## src/rtl/counter_pkg.sv

```systemverilog
// Shared types, helpers and elaboration-time parameter checks for mod_counter_capture.
//   dir_e        : counting direction (maps directly onto the up_dn pin)
//   ptr_width()  : pointer/counter width helper that never returns 0
//   CP_CHECK_*   : generate-level guards placed inside module bodies
package counter_pkg;

  typedef enum logic {
    DIR_DOWN = 1'b0,
    DIR_UP   = 1'b1
  } dir_e;

  // $clog2 that stays at least 1 bit wide, so depth/period 1 still gets a vector.
  function automatic int unsigned ptr_width(input int unsigned n);
    return (n <= 1) ? 1 : $clog2(n);
  endfunction

endpackage

// MODULO must fit the counter width and give a real range.
`define CP_CHECK_MODULO(W_, M_) \
  if (((M_) < 2) || ((M_) > (1 << (W_)))) begin : g_bad_modulo \
    $error("mod_counter_capture: MODULO out of range for WIDTH"); \
  end

// FIFO depth must be a power of two with at least two entries.
`define CP_CHECK_DEPTH(D_) \
  if (((D_) < 2) || ((((D_) - 1) & (D_)) != 0)) begin : g_bad_depth \
    $error("capture_fifo: DEPTH must be a power of two >= 2"); \
  end

```

## src/rtl/capture_fifo.sv

```systemverilog
// First-word-fall-through capture FIFO with sticky overflow flag.
// Ports:
//   clk, rst   : clock, asynchronous active-high reset (contents discarded)
//   push       : write push_data this edge (dropped if full without pop)
//   push_data  : value to store
//   pop        : consumer accepts head (ignored while empty)
//   head       : oldest entry, meaningful while valid
//   valid      : FIFO not empty
//   full       : occupancy == DEPTH
//   overflow   : sticky, set when a push was dropped
module capture_fifo
  import counter_pkg::*;
#(
  parameter int unsigned WIDTH = 4,
  parameter int unsigned DEPTH = 4
) (
  input  logic             clk,
  input  logic             rst,
  input  logic             push,
  input  logic [WIDTH-1:0] push_data,
  input  logic             pop,
  output logic [WIDTH-1:0] head,
  output logic             valid,
  output logic             full,
  output logic             overflow
);

  `CP_CHECK_DEPTH(DEPTH)

  localparam int unsigned PTR_W = ptr_width(DEPTH);
  localparam int unsigned OCC_W = PTR_W + 1;

  logic [WIDTH-1:0] mem_q [DEPTH];
  logic [PTR_W-1:0] wr_ptr_q, wr_ptr_d;
  logic [PTR_W-1:0] rd_ptr_q, rd_ptr_d;
  logic [OCC_W-1:0] occ_q, occ_d;
  logic             valid_q, valid_d;
  logic             full_q, full_d;
  logic             ovf_q, ovf_d;
  logic             pop_ok_c, push_ok_c;

  // Pointer, occupancy and flag next-state; pointers wrap naturally at DEPTH.
  always_comb begin
    wr_ptr_d  = wr_ptr_q;
    rd_ptr_d  = rd_ptr_q;
    occ_d     = occ_q;
    ovf_d     = ovf_q;
    pop_ok_c  = pop & valid_q;
    // A full FIFO still accepts a push when the same edge frees a slot.
    push_ok_c = push & (~full_q | pop_ok_c);

    if (push_ok_c) wr_ptr_d = wr_ptr_q + PTR_W'(1);
    if (pop_ok_c)  rd_ptr_d = rd_ptr_q + PTR_W'(1);

    case ({push_ok_c, pop_ok_c})
      2'b10:   occ_d = occ_q + OCC_W'(1);
      2'b01:   occ_d = occ_q - OCC_W'(1);
      default: occ_d = occ_q;
    endcase

    if (push & ~push_ok_c) ovf_d = 1'b1;

    valid_d = (occ_d != '0);
    full_d  = (occ_d == OCC_W'(DEPTH));
  end

  // Control state.
  always_ff @(posedge clk or posedge rst) begin
    if (rst) begin
      wr_ptr_q <= '0;
      rd_ptr_q <= '0;
      occ_q    <= '0;
      valid_q  <= 1'b0;
      full_q   <= 1'b0;
      ovf_q    <= 1'b0;
    end else begin
      wr_ptr_q <= wr_ptr_d;
      rd_ptr_q <= rd_ptr_d;
      occ_q    <= occ_d;
      valid_q  <= valid_d;
      full_q   <= full_d;
      ovf_q    <= ovf_d;
    end
  end

  // Storage array; no reset needed since valid gates every read.
  always_ff @(posedge clk) begin
    if (push_ok_c) mem_q[wr_ptr_q] <= push_data;
  end

  assign head     = mem_q[rd_ptr_q];
  assign valid    = valid_q;
  assign full     = full_q;
  assign overflow = ovf_q;

endmodule

```

## src/rtl/mod_counter_capture.sv

```systemverilog
// Up/down modulo-N counter with load, terminal-count pulse, clock-enable
// divider tick and a save-edge capture FIFO for a valid/ready consumer.
// Ports:
//   clk, rst         : clock, asynchronous active-high reset
//   en, up_dn        : count enable and direction (1 = up)
//   load, load_val   : synchronous load (clamped to MODULO-1), wins over en
//   save             : capture request level; rising edge pushes current count
//   counter, tc      : current count, one-cycle pulse after an en-driven wrap
//   cap_data/valid   : FIFO head / not-empty
//   cap_ready        : consumer accepts head
//   cap_full         : FIFO holds DEPTH entries
//   cap_overflow     : sticky, a capture was dropped
//   div_tick         : one-cycle pulse every DIV cycles
module mod_counter_capture
  import counter_pkg::*;
#(
  parameter int unsigned WIDTH  = 4,
  parameter int unsigned MODULO = 16,
  parameter int unsigned DEPTH  = 4,
  parameter int unsigned DIV    = 2
) (
  input  logic             clk,
  input  logic             rst,
  input  logic             en,
  input  logic             up_dn,
  input  logic             load,
  input  logic [WIDTH-1:0] load_val,
  input  logic             save,
  output logic [WIDTH-1:0] counter,
  output logic             tc,
  output logic [WIDTH-1:0] cap_data,
  output logic             cap_valid,
  input  logic             cap_ready,
  output logic             cap_full,
  output logic             cap_overflow,
  output logic             div_tick
);

  `CP_CHECK_MODULO(WIDTH, MODULO)

  if (DIV < 1) begin : g_bad_div
    $error("mod_counter_capture: DIV must be >= 1");
  end

  localparam int unsigned DIV_W = ptr_width(DIV);
  // One extra bit so MODULO == 2**WIDTH is representable in the clamp compare.
  localparam logic [WIDTH:0]   MOD_EXT  = (WIDTH+1)'(MODULO);
  localparam logic [WIDTH-1:0] MAX_VAL  = WIDTH'(MODULO - 1);
  localparam logic [DIV_W-1:0] DIV_LAST = DIV_W'(DIV - 1);

  logic [WIDTH-1:0] cnt_q, cnt_d;
  logic             tc_q, tc_d;
  logic             save_q, save_d;
  logic [DIV_W-1:0] div_cnt_q, div_cnt_d;
  logic             div_tick_q, div_tick_d;
  logic             push_c;
  dir_e             dir_c;

  // Counter, terminal count, save edge detect and divider next-state.
  always_comb begin
    cnt_d      = cnt_q;
    tc_d       = 1'b0;
    save_d     = save;
    div_cnt_d  = div_cnt_q + DIV_W'(1);
    div_tick_d = 1'b0;
    dir_c      = dir_e'(up_dn);

    if (load) begin
      cnt_d = ({1'b0, load_val} >= MOD_EXT) ? MAX_VAL : load_val;
    end else if (en) begin
      if (dir_c == DIR_UP) begin
        if (cnt_q == MAX_VAL) begin
          cnt_d = '0;
          tc_d  = 1'b1;
        end else begin
          cnt_d = cnt_q + WIDTH'(1);
        end
      end else begin
        if (cnt_q == '0) begin
          cnt_d = MAX_VAL;
          tc_d  = 1'b1;
        end else begin
          cnt_d = cnt_q - WIDTH'(1);
        end
      end
    end

    if (div_cnt_q == DIV_LAST) begin
      div_cnt_d  = '0;
      div_tick_d = 1'b1;
    end

    push_c = save & ~save_q;
  end

  always_ff @(posedge clk or posedge rst) begin
    if (rst) begin
      cnt_q      <= '0;
      tc_q       <= 1'b0;
      save_q     <= 1'b0;
      div_cnt_q  <= '0;
      div_tick_q <= 1'b0;
    end else begin
      cnt_q      <= cnt_d;
      tc_q       <= tc_d;
      save_q     <= save_d;
      div_cnt_q  <= div_cnt_d;
      div_tick_q <= div_tick_d;
    end
  end

  // Snapshot is the pre-update count, i.e. the register value at the edge.
  capture_fifo #(
    .WIDTH (WIDTH),
    .DEPTH (DEPTH)
  ) u_fifo (
    .clk       (clk),
    .rst       (rst),
    .push      (push_c),
    .push_data (cnt_q),
    .pop       (cap_ready),
    .head      (cap_data),
    .valid     (cap_valid),
    .full      (cap_full),
    .overflow  (cap_overflow)
  );

  assign counter  = cnt_q;
  assign tc       = tc_q;
  assign div_tick = div_tick_q;

endmodule

```

## config.mk

```make
export PLATFORM = sky130hd
export DESIGN_NAME = mod_counter_capture
export DESIGN_NICKNAME = d
export VERILOG_FILES = /design/src/rtl/counter_pkg.sv /design/src/rtl/capture_fifo.sv /design/src/rtl/mod_counter_capture.sv
export SDC_FILE = /design/constraint.sdc
export NUM_CORES = 1
export LEC_CHECK = 0
export CORE_MARGIN = 3
export CORE_UTILIZATION = 35
export DETAILED_ROUTE_END_ITERATION = 10
export GPL_ROUTABILITY_DRIVEN = 0
export GPL_TIMING_DRIVEN = 0
export PLACE_DENSITY_LB_ADDON = 0.12
export RECOVER_POWER = 50
export SKIP_CTS_REPAIR_TIMING = 1
export SLEW_MARGIN = 5
export SYNTH_ARGS = -nofsm -noshare
export SYNTH_HDL_FRONTEND = slang
export SYNTH_SLANG_ARGS = --single-unit
```

## constraint.sdc

```tcl
create_clock -name clk -period 3.75 [get_ports clk]
set_input_delay 0.5625 -clock clk [delete_from_list [all_inputs] [get_ports clk]]
set_output_delay 0.5625 -clock clk [all_outputs]
set_load 0.005 [all_outputs]
```

==> impl_results.md <==
- Gate count of the mapped netlist: 112
- Later-pin clock latency in the skew report: 0.27 ns
- DIE HEIGHT: 72.12 um
- Drt wl/cell: 13.36 um
- Share of the cycle needed by the critical path after routing: 73.95%
- Wirelength, routed: 2.565 mm
- IO Port Bufs: 22
- Total CTS buffers: 5
- Setup clock skew after layout: 0.003100 ns
- Arr. time, crit path: 2.93 ns
- Number of fill cells in the layout: 379
- Count of synthesis-stage warnings from yosys: 0
- Status: finished clean
- Transition time at the pin with the least slew margin: 0.6939 ns
- Count of standard-cell rows: 23
- Startpoint of the most critical register-to-register path: u_fifo.valid$_DFF_PP0_
- Boundary Pins: 24
- First DRT Iteration DRCs: 31
- Most instantiated flip-flop cell in the synthesis netlist: sky130_fd_sc_hd__dfrtp_1
- Mapped Nets: 131
- Effective utilization at floorplan: 37.18%
- CP Class: input pin to flip-flop
- Endpoint required time on the critical path: 3.91 ns
- Sort of element at the end of the critical path: flip-flop
- GR Util All Layers: 11.23%
- Area share of the leading cell type in the synthesized netlist: 31.40%
- Nets@finish: 160
- Fraction of final layout cells sized beyond drive strength 1: 9.859%
- Setup-failing EPs final: 0
- Via total after detailed routing: 899
- Critical path's slowest cell: sky130_fd_sc_hd__dlygate4sd3_1
- Mean area per synthesized cell: 13.66 um^2
- Clock tree from TritonCTS: built
- Syn Std Cell Area: 0.001530 mm^2
- Synth top area cells: sky130_fd_sc_hd__edfxtp_1, sky130_fd_sc_hd__dfrtp_1, sky130_fd_sc_hd__mux4_2, sky130_fd_sc_hd__ha_1, sky130_fd_sc_hd__xnor2_1
- Hold Vio Cnt, Final: 0
- Total congestion overflow after global routing: 0
- Via count of the first global-routing pass: 942
- Maximum Capacitance Violations: 0
- CP Cell Sequence: dlygate4sd3_1, nand2_1, a21oi_1, inv_2, ha_1, inv_1, fa_1, nor3b_1, a31o_2, nor2b_1
- Antenna Nets Post-Route: 0
- Classification of the worst-slack hold path: flip-flop to flip-flop
- Worst path buffer plus inverter count: 3
- Die area: 0.005201 mm^2
- Most frequent cells in the layout: sky130_fd_sc_hd__dfrtp_1, sky130_fd_sc_hd__clkdlybuf4s50_1, sky130_fd_sc_hd__edfxtp_1
- Number of antenna cells inserted: 0
- Root buffer cell: sky130_fd_sc_hd__clkbuf_8
- Worst path max stage delay: 0.52 ns
- Final total negative setup slack: 0 ns
- Area leader, netlist: sky130_fd_sc_hd__edfxtp_1
- Min cycle time layout: 2.773 ns
- Leak Pwr: 0.7656 nW
- Max Fanout on Critical Path: 7
- Register clock-pin slew on the reported worst setup and hold paths: 0.07 ns
- Sequential-to-total area share from yosys stat: 60.83%
- Max-slew violation count: 0
- Global-route wire length before repair: 4.471 mm
- Power Density: 614.1 mW/mm^2
- Launching element type of the critical path: input pin
- Critical Path Start: cap_ready
- Layout overhead on the synthesized area: 23.79%
- Number of sinks driven by the clock tree: 34
- Maximum clock frequency: 360.6 MHz
- Level count of the clock H-tree: 2
- Horiz. Die Dim: 72.12 um
- EDFF count, synth: 16
- Number of distinct standard cells referenced by the synthesized netlist: 32
- Placed wire-length estimate after detailed placement: 1.917 mm
- Maximum buffer depth of the clock tree: 2
- Drt drc: 0
- Kind of cell adding the most delay to the critical path: compound AO/OA/AOI/OAI gates
- First drt pass iteration count: 4
- Post-DR vias/cell: 4.682
- Largest net degree at the start of global routing: 19
- Unrepaired setup endpoints after global routing: no
- Floorplan core area: 0.004115 mm^2
- Async set or reset register ratio after synthesis: 52.94%
- FF+latch count, synth: 34
- Maximum VDD drop: 266.3 uV
- Min-Delay Startpoint: div_cnt_q$_DFF_PP0_
- Antenna violations before repair: 0
- Worst hold margin: 0.3775 ns
- Normalized max-slew margin: 53.69%
## per-layer routing
layer  wire (um)  GRT usage, %
met5           0             0
met4          25         4.384
met3         116         3.878
met2        1258         17.19
met1        1164         14.63
## where the power goes
part           internal, mW  total [mW]  switching [mW]
Combinational         0.221       0.379           0.157
Sequential            0.474       0.533          0.0588
Clock                 0.127       0.252           0.124
Total                 0.823        1.16           0.340
## flip-flops by register name, indices dropped and copies added, names as in the netlist, 2 cells and up
register / count
u_fifo.wr_ptr_q: 2
u_fifo.mem_q: 16
u_fifo.occ_q: 3
counter: 4
u_fifo.rd_ptr_q: 2
## kinds of logic after synthesis
group,synth area share (%)
compound gates,7.441
mux,8.013
xor+xnor,5.152
flops,60.83
simple gates,7.605
fa+ha+maj,7.032
buf+inv,3.925
## path summary, 6_finish.rpt
check                                              end  slack, ns  cells past startpoint
worst min register to register      div_tick$_DFF_PP0_       0.38                      0
worst min-delay path                div_tick$_DFF_PP0_       0.38                      0
worst max register to register   u_fifo.full$_DFF_PP0_       1.44                      9
min in group asynchronous       counter[1]$_DFFE_PP0P_       0.83                      2
max in group asynchronous       u_fifo.valid$_DFF_PP0_       2.48                      2
worst max-delay path             u_fifo.full$_DFF_PP0_       0.98                     10
## synthesized netlist by cell type (2+ instances only)
master / instances
sky130_fd_sc_hd__inv_2: 3
sky130_fd_sc_hd__o21ai_1: 4
sky130_fd_sc_hd__mux2_1: 2
sky130_fd_sc_hd__nand2_1: 9
sky130_fd_sc_hd__edfxtp_1: 16
sky130_fd_sc_hd__xnor2_1: 8
sky130_fd_sc_hd__inv_1: 11
sky130_fd_sc_hd__mux4_2: 4
sky130_fd_sc_hd__nor2_1: 2
sky130_fd_sc_hd__dfrtp_1: 18
sky130_fd_sc_hd__a21oi_1: 3
sky130_fd_sc_hd__ha_1: 7
sky130_fd_sc_hd__and2_1: 4
sky130_fd_sc_hd__nor2b_1: 2
sky130_fd_sc_hd__clkbuf_1: 2
## area by class of cell
class,instances,area [um^2],share of cell area [%]
clock inverter,2,8.758,0.4624
clock buffer,6,72.57,3.831
inverter,14,52.55,2.774
sequential,34,930.9,49.14
buffer,2,7.507,0.3963
timing repair buffer,22,220.2,11.62
multi-input combinational,62,539.3,28.47
tap,50,62.56,3.303
## stage by stage
stage          power (mW)  util (%)  cells  setup WS (ns)  cell area (um^2)
6_report            1.163     46.03    192         0.9770              1894
5_1_grt             1.248     46.03    192         0.8091              1894
4_1_cts             1.185     46.03    192          1.016              1894
3_5_place_dp       0.9303     44.06    184         0.7195              1813
3_3_place_gp       0.9128     44.06    184         0.7205              1813
2_1_floorplan      0.7749         -    112          1.363              1530
(Power assumes the default switching activity.)
==> RTL change 1, RTL diff (same settings) <==
Change the parameter `DIV` from 2 to 4.
--- a/src/rtl/mod_counter_capture.sv
+++ b/src/rtl/mod_counter_capture.sv
@@ -17,7 +17,7 @@
   parameter int unsigned WIDTH  = 4,
   parameter int unsigned MODULO = 16,
   parameter int unsigned DEPTH  = 4,
-  parameter int unsigned DIV    = 2
+  parameter int unsigned DIV    = 4
 ) (
   input  logic             clk,
   input  logic             rst,
Function: changed (a bounded check fails within 4 cycles, from zero or initial values and one cycle with rst high).
==> RTL change 1 against the original RTL <==
- final area grew 1.8%
- global-route usage grew 0.36 points
- total power grew 1.9%
- setup slack gained 0.092 ns
- sequential share of layout area grew 0.40 points
- count of clock-buffer cells in the layout shrank 1
- area after synthesis grew 2.1%
- clock power grew 3%
- routed wire length grew 4.1%
- critical path type unchanged
- die area grew 2.0%
- clock skew grew 0.0031 ns
- sequential cell count grew 1
- hold slack gained 0.063 ns
- highest routed layer unchanged
==> RTL change 1: results (changes against the original RTL) <==
{| class="wikitable"
! Metric !! Value
|-
| Drt pass-1 iters || 4 (unchanged)
|-
| Highest Signal Layer || met4
|-
| Worst-case vdd ir drop || 177 µV (-34%)
|-
| Critical Path AT || 2.85 ns (-0.08 ns)
|-
| Placement Setup Slack || 0.847 ns (+0.127 ns)
|-
| Core footprint || 0.00414 mm² (+0.70%)
|-
| Total vias in the final route || 927 (+3.1%)
|-
| Synth Area in XOR/XNOR || 5.04% (-0.11 points)
|-
| Netlist cell types || 30 (-6.3%)
|-
| Register area share after synthesis || 61.2% (+0.33 points)
|-
| Global-route wire length before repair || 4590 µm (+2.6%)
|-
| Clock transition at the registers of the reported paths || 0.07 ns (about the same)
|-
| Area after detailed placement || 0.00185 mm² (+1.8%)
|-
| Synth Area in Compound Gates || 6.49% (-0.96 points)
|-
| GR met3 Demand/Resource || 3.17% (-0.71 points)
|-
| Detailed placer's ending HPWL || 1930 µm (+0.53%)
|-
| Number of flip-flops under the largest register name || 16 (unchanged)
|-
| Clock buffer count from CTS || 5 (unchanged)
|-
| Adder and majority cell fraction of the synthesized area || 7.69% (+0.65 points)
|-
| Design Area, Final || 0.00193 mm² (+1.8%)
|-
| Final clock skew || 0.00623 ns (+0.00313 ns)
|-
| Global routing usage on met1 || 15.7% (+1.1 points)
|-
| Async set-reset flop share out of synthesis || 54.3% (+1.3 points)
|-
| Clock tree buffer depth || 2 (unchanged)
|-
| Status || finished, final reports clean
|-
| Filler cell count in the final layout || 396 (+4.5%)
|-
| Maximum number of pins on one net before global-route repair || 20 (+1)
|-
| Iteration-0 DRC count of the detailed router || 43 (+39%)
|-
| DR WL met3 || 102 µm (-12%)
|-
| Post-synth net total || 134 (+2.3%)
|-
| Cells after DPL || 186 (+1.1%)
|-
| Via density per instance || 4.78 (+2.1%)
|-
| Cell types occupying the most area after synthesis || sky130_fd_sc_hd__edfxtp_1 31%, sky130_fd_sc_hd__dfrtp_1 30%, sky130_fd_sc_hd__ha_1 6.4%
|-
| Wire length on met2 || 1310 µm (+3.8%)
|-
| Met2 Track Usage GR || 16.8% (-0.36 points)
|-
| All-Layer GR Usage || 11.6% (+0.36 points)
|-
| Proportion of layout cells with a drive suffix above 1 || 11.8% (+1.9 points)
|-
| CTS root buf || sky130_fd_sc_hd__clkbuf_8
|-
| Average footprint of a synthesized cell || 13.7 µm² (+0.33%)
|-
| Sum of routed wire segments on met1 || 1210 µm (+4.1%)
|-
| Wirelength per Cell || 13.8 µm (+3.0%)
|-
| Slew @ Worst Pin || 0.716 ns (+0.0226 ns)
|-
| Net count reported at finish || 163 (+1.9%)
|-
| Vias in the first global route || 935 (-0.74%)
|-
| Post-synth EDFFs || 16 (unchanged)
|-
| Commonest cells in the synthesized netlist || 19 x sky130_fd_sc_hd__dfrtp_1, 16 x sky130_fd_sc_hd__edfxtp_1, 13 x sky130_fd_sc_hd__inv_1, 9 x sky130_fd_sc_hd__nand2_1
|-
| Multiplexer share of the synthesized area || 7.85% (-0.17 points)
|-
| Pleak || 0.000784 µW (+2.3%)
|}
[RTL change 1: cell types whose count changed in the layout (fill, tap and decap cells not counted), moves of 2 or more]
cell	unedited run	this run
sky130_fd_sc_hd__clkbuf_1	3	1
sky130_fd_sc_hd__o21ai_1	4	1
sky130_fd_sc_hd__o21ai_0	1	5
sky130_fd_sc_hd__inv_2	2	0
sky130_fd_sc_hd__clkinv_2	1	3
[RTL change 1: worst paths after layout]
path | start | end | slack [ns] | cells after the start
worst max-delay path | cap_ready | u_fifo.full | 1.07 | 10
worst min register to register | div_cnt_q[0] | div_cnt_q[0] | 0.44 | 1
max in group asynchronous | rst | u_fifo.rd_ptr_q[1] | 2.46 | 2
min in group asynchronous | rst | div_tick | 0.83 | 2
worst max register to register | u_fifo.valid | u_fifo.full | 1.54 | 9
worst min-delay path | div_cnt_q[0] | div_cnt_q[0] | 0.44 | 1
[RTL change 1: critical path, stage by stage]
cell                            delay (ns)
sky130_fd_sc_hd__dlygate4sd3_1        0.53
sky130_fd_sc_hd__nand2_1              0.13
sky130_fd_sc_hd__a21oi_2              0.31
sky130_fd_sc_hd__inv_1                0.08
sky130_fd_sc_hd__ha_1                 0.23
sky130_fd_sc_hd__inv_1                0.08
sky130_fd_sc_hd__fa_1                 0.43
sky130_fd_sc_hd__nor3b_1              0.15
sky130_fd_sc_hd__a31o_2               0.22
sky130_fd_sc_hd__nor2b_1              0.12
[RTL change 1: layout make-up]
type	count	area share [%]
tap	50	3.24
inverter	13	2.53
timing repair buffer	22	11.4
clock inverter	3	0.778
sequential	35	49.5
multi-input combinational	64	28.5
clock buffer	5	3.57
buffer	2	0.454
[RTL change 1: power breakdown]
part	total (µW)	internal [µW]	switching [µW]
sequential	545	485	59.6
clock	259	127	132
combinational	381	223	158
total	1190	835	350
==> RTL change 2, RTL diff (same flow settings) <==
Made on the original files. Change the parameter `MODULO` from 16 to 8.
--- a/src/rtl/mod_counter_capture.sv
+++ b/src/rtl/mod_counter_capture.sv
@@ -15,7 +15,7 @@
   import counter_pkg::*;
 #(
   parameter int unsigned WIDTH  = 4,
-  parameter int unsigned MODULO = 16,
+  parameter int unsigned MODULO = 8,
   parameter int unsigned DEPTH  = 4,
   parameter int unsigned DIV    = 2
 ) (
Check against the original RTL: not equivalent (Yosys sat finds a counterexample within 4 cycles, from zero or initial values and one cycle with rst high).
==> RTL change 2 against the original RTL <==
- maximum frequency is 1.4% higher
- routed wire length is 8.2% higher
- final area is 2.6% higher
- sequential share of layout area is 1.2 points lower
- setup slack better by 0.037 ns
- total power is 3.1% higher
- area after synthesis is 3.2% higher
- sequential cell count stayed put
- critical endpoint unchanged
==> RTL change 2: results (changes against the original RTL) <==
{| class="wikitable"
! Metric !! Value
|-
| Total number of yosys warnings || 0 (unchanged)
|-
| Status || finished, final reports clean
|-
| Worst-case vdd ir drop || 257 µV (-3.5%)
|-
| Iteration-0 DRC count of the detailed router || 35 (+13%)
|-
| Global-route wire length before repair || 4770 µm (+6.6%)
|-
| Commonest cells in the synthesized netlist || 18 x sky130_fd_sc_hd__dfrtp_1, 16 x sky130_fd_sc_hd__edfxtp_1, 9 x sky130_fd_sc_hd__inv_1, 7 x sky130_fd_sc_hd__ha_1, 6 x sky130_fd_sc_hd__xnor2_1
|-
| N_diodes || 0 (unchanged)
|-
| Maximum number of pins on one net before global-route repair || 19 (unchanged)
|-
| Clock transition at the registers of the reported paths || 0.07 ns (about the same)
|-
| Filler cell count in the final layout || 366 (-3.4%)
|-
| Number of antenna violations at the first check in global routing || 0 (unchanged)
|-
| Data required time at the worst endpoint || 3.95 ns (+0.04 ns)
|-
| Netlist cell types || 41 (+28%)
|-
| All-Layer GR Usage || 11.9% (+0.71 points)
|-
| Wirelength per Cell || 14.2 µm (+6.5%)
|-
| Peak per-stage delay on the critical path || 0.54 ns (+0.02 ns)
|-
| Maximum fanout along the worst path || 7 (unchanged)
|-
| Cell types occupying the most area after synthesis || sky130_fd_sc_hd__edfxtp_1 30%, sky130_fd_sc_hd__dfrtp_1 29%, sky130_fd_sc_hd__mux4_2 5.7%
|-
| CTS root buf || sky130_fd_sc_hd__clkbuf_8
|-
| Clock tree buffer depth || 2 (unchanged)
|-
| Number of standard cells in the layout, taps in and fillers out || 195 (+1.6%)
|-
| Net count reported at finish || 163 (+1.9%)
|-
| Cells after DPL || 187 (+1.6%)
|-
| Area after detailed placement || 0.00185 mm² (+2.1%)
|-
| Pleak || 0.000774 µW (+1.2%)
|-
| Detailed placer's ending HPWL || 1980 µm (+3.2%)
|-
| Total vias in the final route || 967 (+7.6%)
|-
| Slew @ Worst Pin || 0.717 ns (+0.0236 ns)
|-
| Post-synthesis cell count || 116 (+3.6%)
|-
| Worst path slowest cell || sky130_fd_sc_hd__dlygate4sd3_1
|-
| Async set-reset flop share out of synthesis || 52.9% (unchanged)
|-
| Final clock skew || 0.00431 ns (+0.00121 ns)
|-
| Clock buffer count from CTS || 5 (unchanged)
|-
| Proportion of layout cells with a drive suffix above 1 || 13.8% (+3.9 points)
|-
| Register bank with the most flops || u_fifo.mem_q
|-
| Hold Crit Class || register to register
|-
| Depth of the CTS H-tree || 2 (unchanged)
|-
| Drt pass-1 iters || 4 (unchanged)
|-
| Skew-Pair Late Insertion Delay || 0.28 ns
|-
| Switching power of the nets || 347 µW (+2.1%)
|-
| Post-synth EDFFs || 16 (unchanged)
|-
| Number of flip-flops under the largest register name || 16 (unchanged)
|-
| Number of buffers added on ports || 21 (-4.5%)
|-
| Post-synth net total || 135 (+3.1%)
|-
| Final slew viol count || 0 (unchanged)
|-
| Placement Setup Slack || 0.806 ns (+0.0870 ns)
|-
| Register area share after synthesis || 59.0% (-1.9 points)
|}
==> RTL change 2: cell count changes after synthesis, moves of 2 or more <==
cell                       before  now
sky130_fd_sc_hd__nand2_1        9    5
sky130_fd_sc_hd__o21ai_1        4    0
sky130_fd_sc_hd__inv_2          3    0
sky130_fd_sc_hd__nor2_1         2    5
sky130_fd_sc_hd__clkbuf_1       2    0
sky130_fd_sc_hd__inv_1         11    9
sky130_fd_sc_hd__mux2_1         2    0
sky130_fd_sc_hd__mux2_2         0    2
sky130_fd_sc_hd__nand3_1        0    2
sky130_fd_sc_hd__nor3_1         0    2
sky130_fd_sc_hd__nor3b_1        1    3
sky130_fd_sc_hd__xnor2_1        8    6
==> RTL change 2: routing by layer <==
metal	share of wire, %	track usage, %
met5	0	0
met2	47	18.6
met3	4.1	4.27
met1	47	15.3
met4	1.4	4.30
==> RTL change 2: stage by stage <==
stage	hold slack [ns]	utilization, %
after floorplan	0.354	-
after global placement	0.363	44.4
after detailed placement	0.369	44.4
after CTS	0.386	46.6
after global routing	0.407	46.6
final	0.383	46.6
==> RTL change 2: power groups by stage <==
stage               logic, µW  registers (µW)  clock network (µW)
global route              437             554                 297
floorplan                 249             533                   0
detailed placement        390             549                   0
finish                    385             540                 274
CTS                       393             542                 284
global placement          380             544                   0
==> RTL change 2: final cells by class <==
class | count | area (µm²) | area share (%)
Multi-Input combinational cell | 69 | 589 | 30.3
Tap cell | 50 | 62.6 | 3.22
Inverter | 9 | 33.8 | 1.74
Clock buffer | 7 | 86.3 | 4.44
Sequential cell | 34 | 931 | 47.9
Buffer | 4 | 25.0 | 1.29
Clock inverter | 1 | 5.00 | 0.258
Timing Repair Buffer | 21 | 210 | 10.8
==> RTL change 2: critical path: cells and delay by family <==
kind,cells,cell delay [ns]
and+or+nand+nor,2,0.47
adders and majority gates,2,0.64
buffers and inverters,2,0.62
AOI/OAI and AO/OA,2,0.49
xor gates and xnor gates,1,0.14
==> RTL change 2: cells by family (layout without fill, tap and decap cells) <==
group                    after synthesis  after routing  share of synthesized area (%)
multiplexers                           8              8                           8.72
AO/OA/AOI/OAI                         15             15                           6.74
AND/OR/NAND/NOR                       32             32                           11.7
adder cells (fa/ha/maj)                8              8                           6.81
XOR/XNOR                               6              6                           3.33
buffers and inverters                 13             42                           3.72
flip-flops                            34             34                           59.0
==> RTL change 2: final timing paths <==
path / from / to / slack, ns / cells past startpoint
max: cap_ready / u_fifo.full / 1.01 / 9
min: div_cnt_q / div_tick / 0.38 / 0
max reg2reg: u_fifo.valid / u_fifo.full / 1.45 / 8
min reg2reg: div_cnt_q / div_tick / 0.38 / 0
max in group asynchronous: rst / counter[3] / 2.46 / 2
min in group asynchronous: rst / div_cnt_q / 0.83 / 2
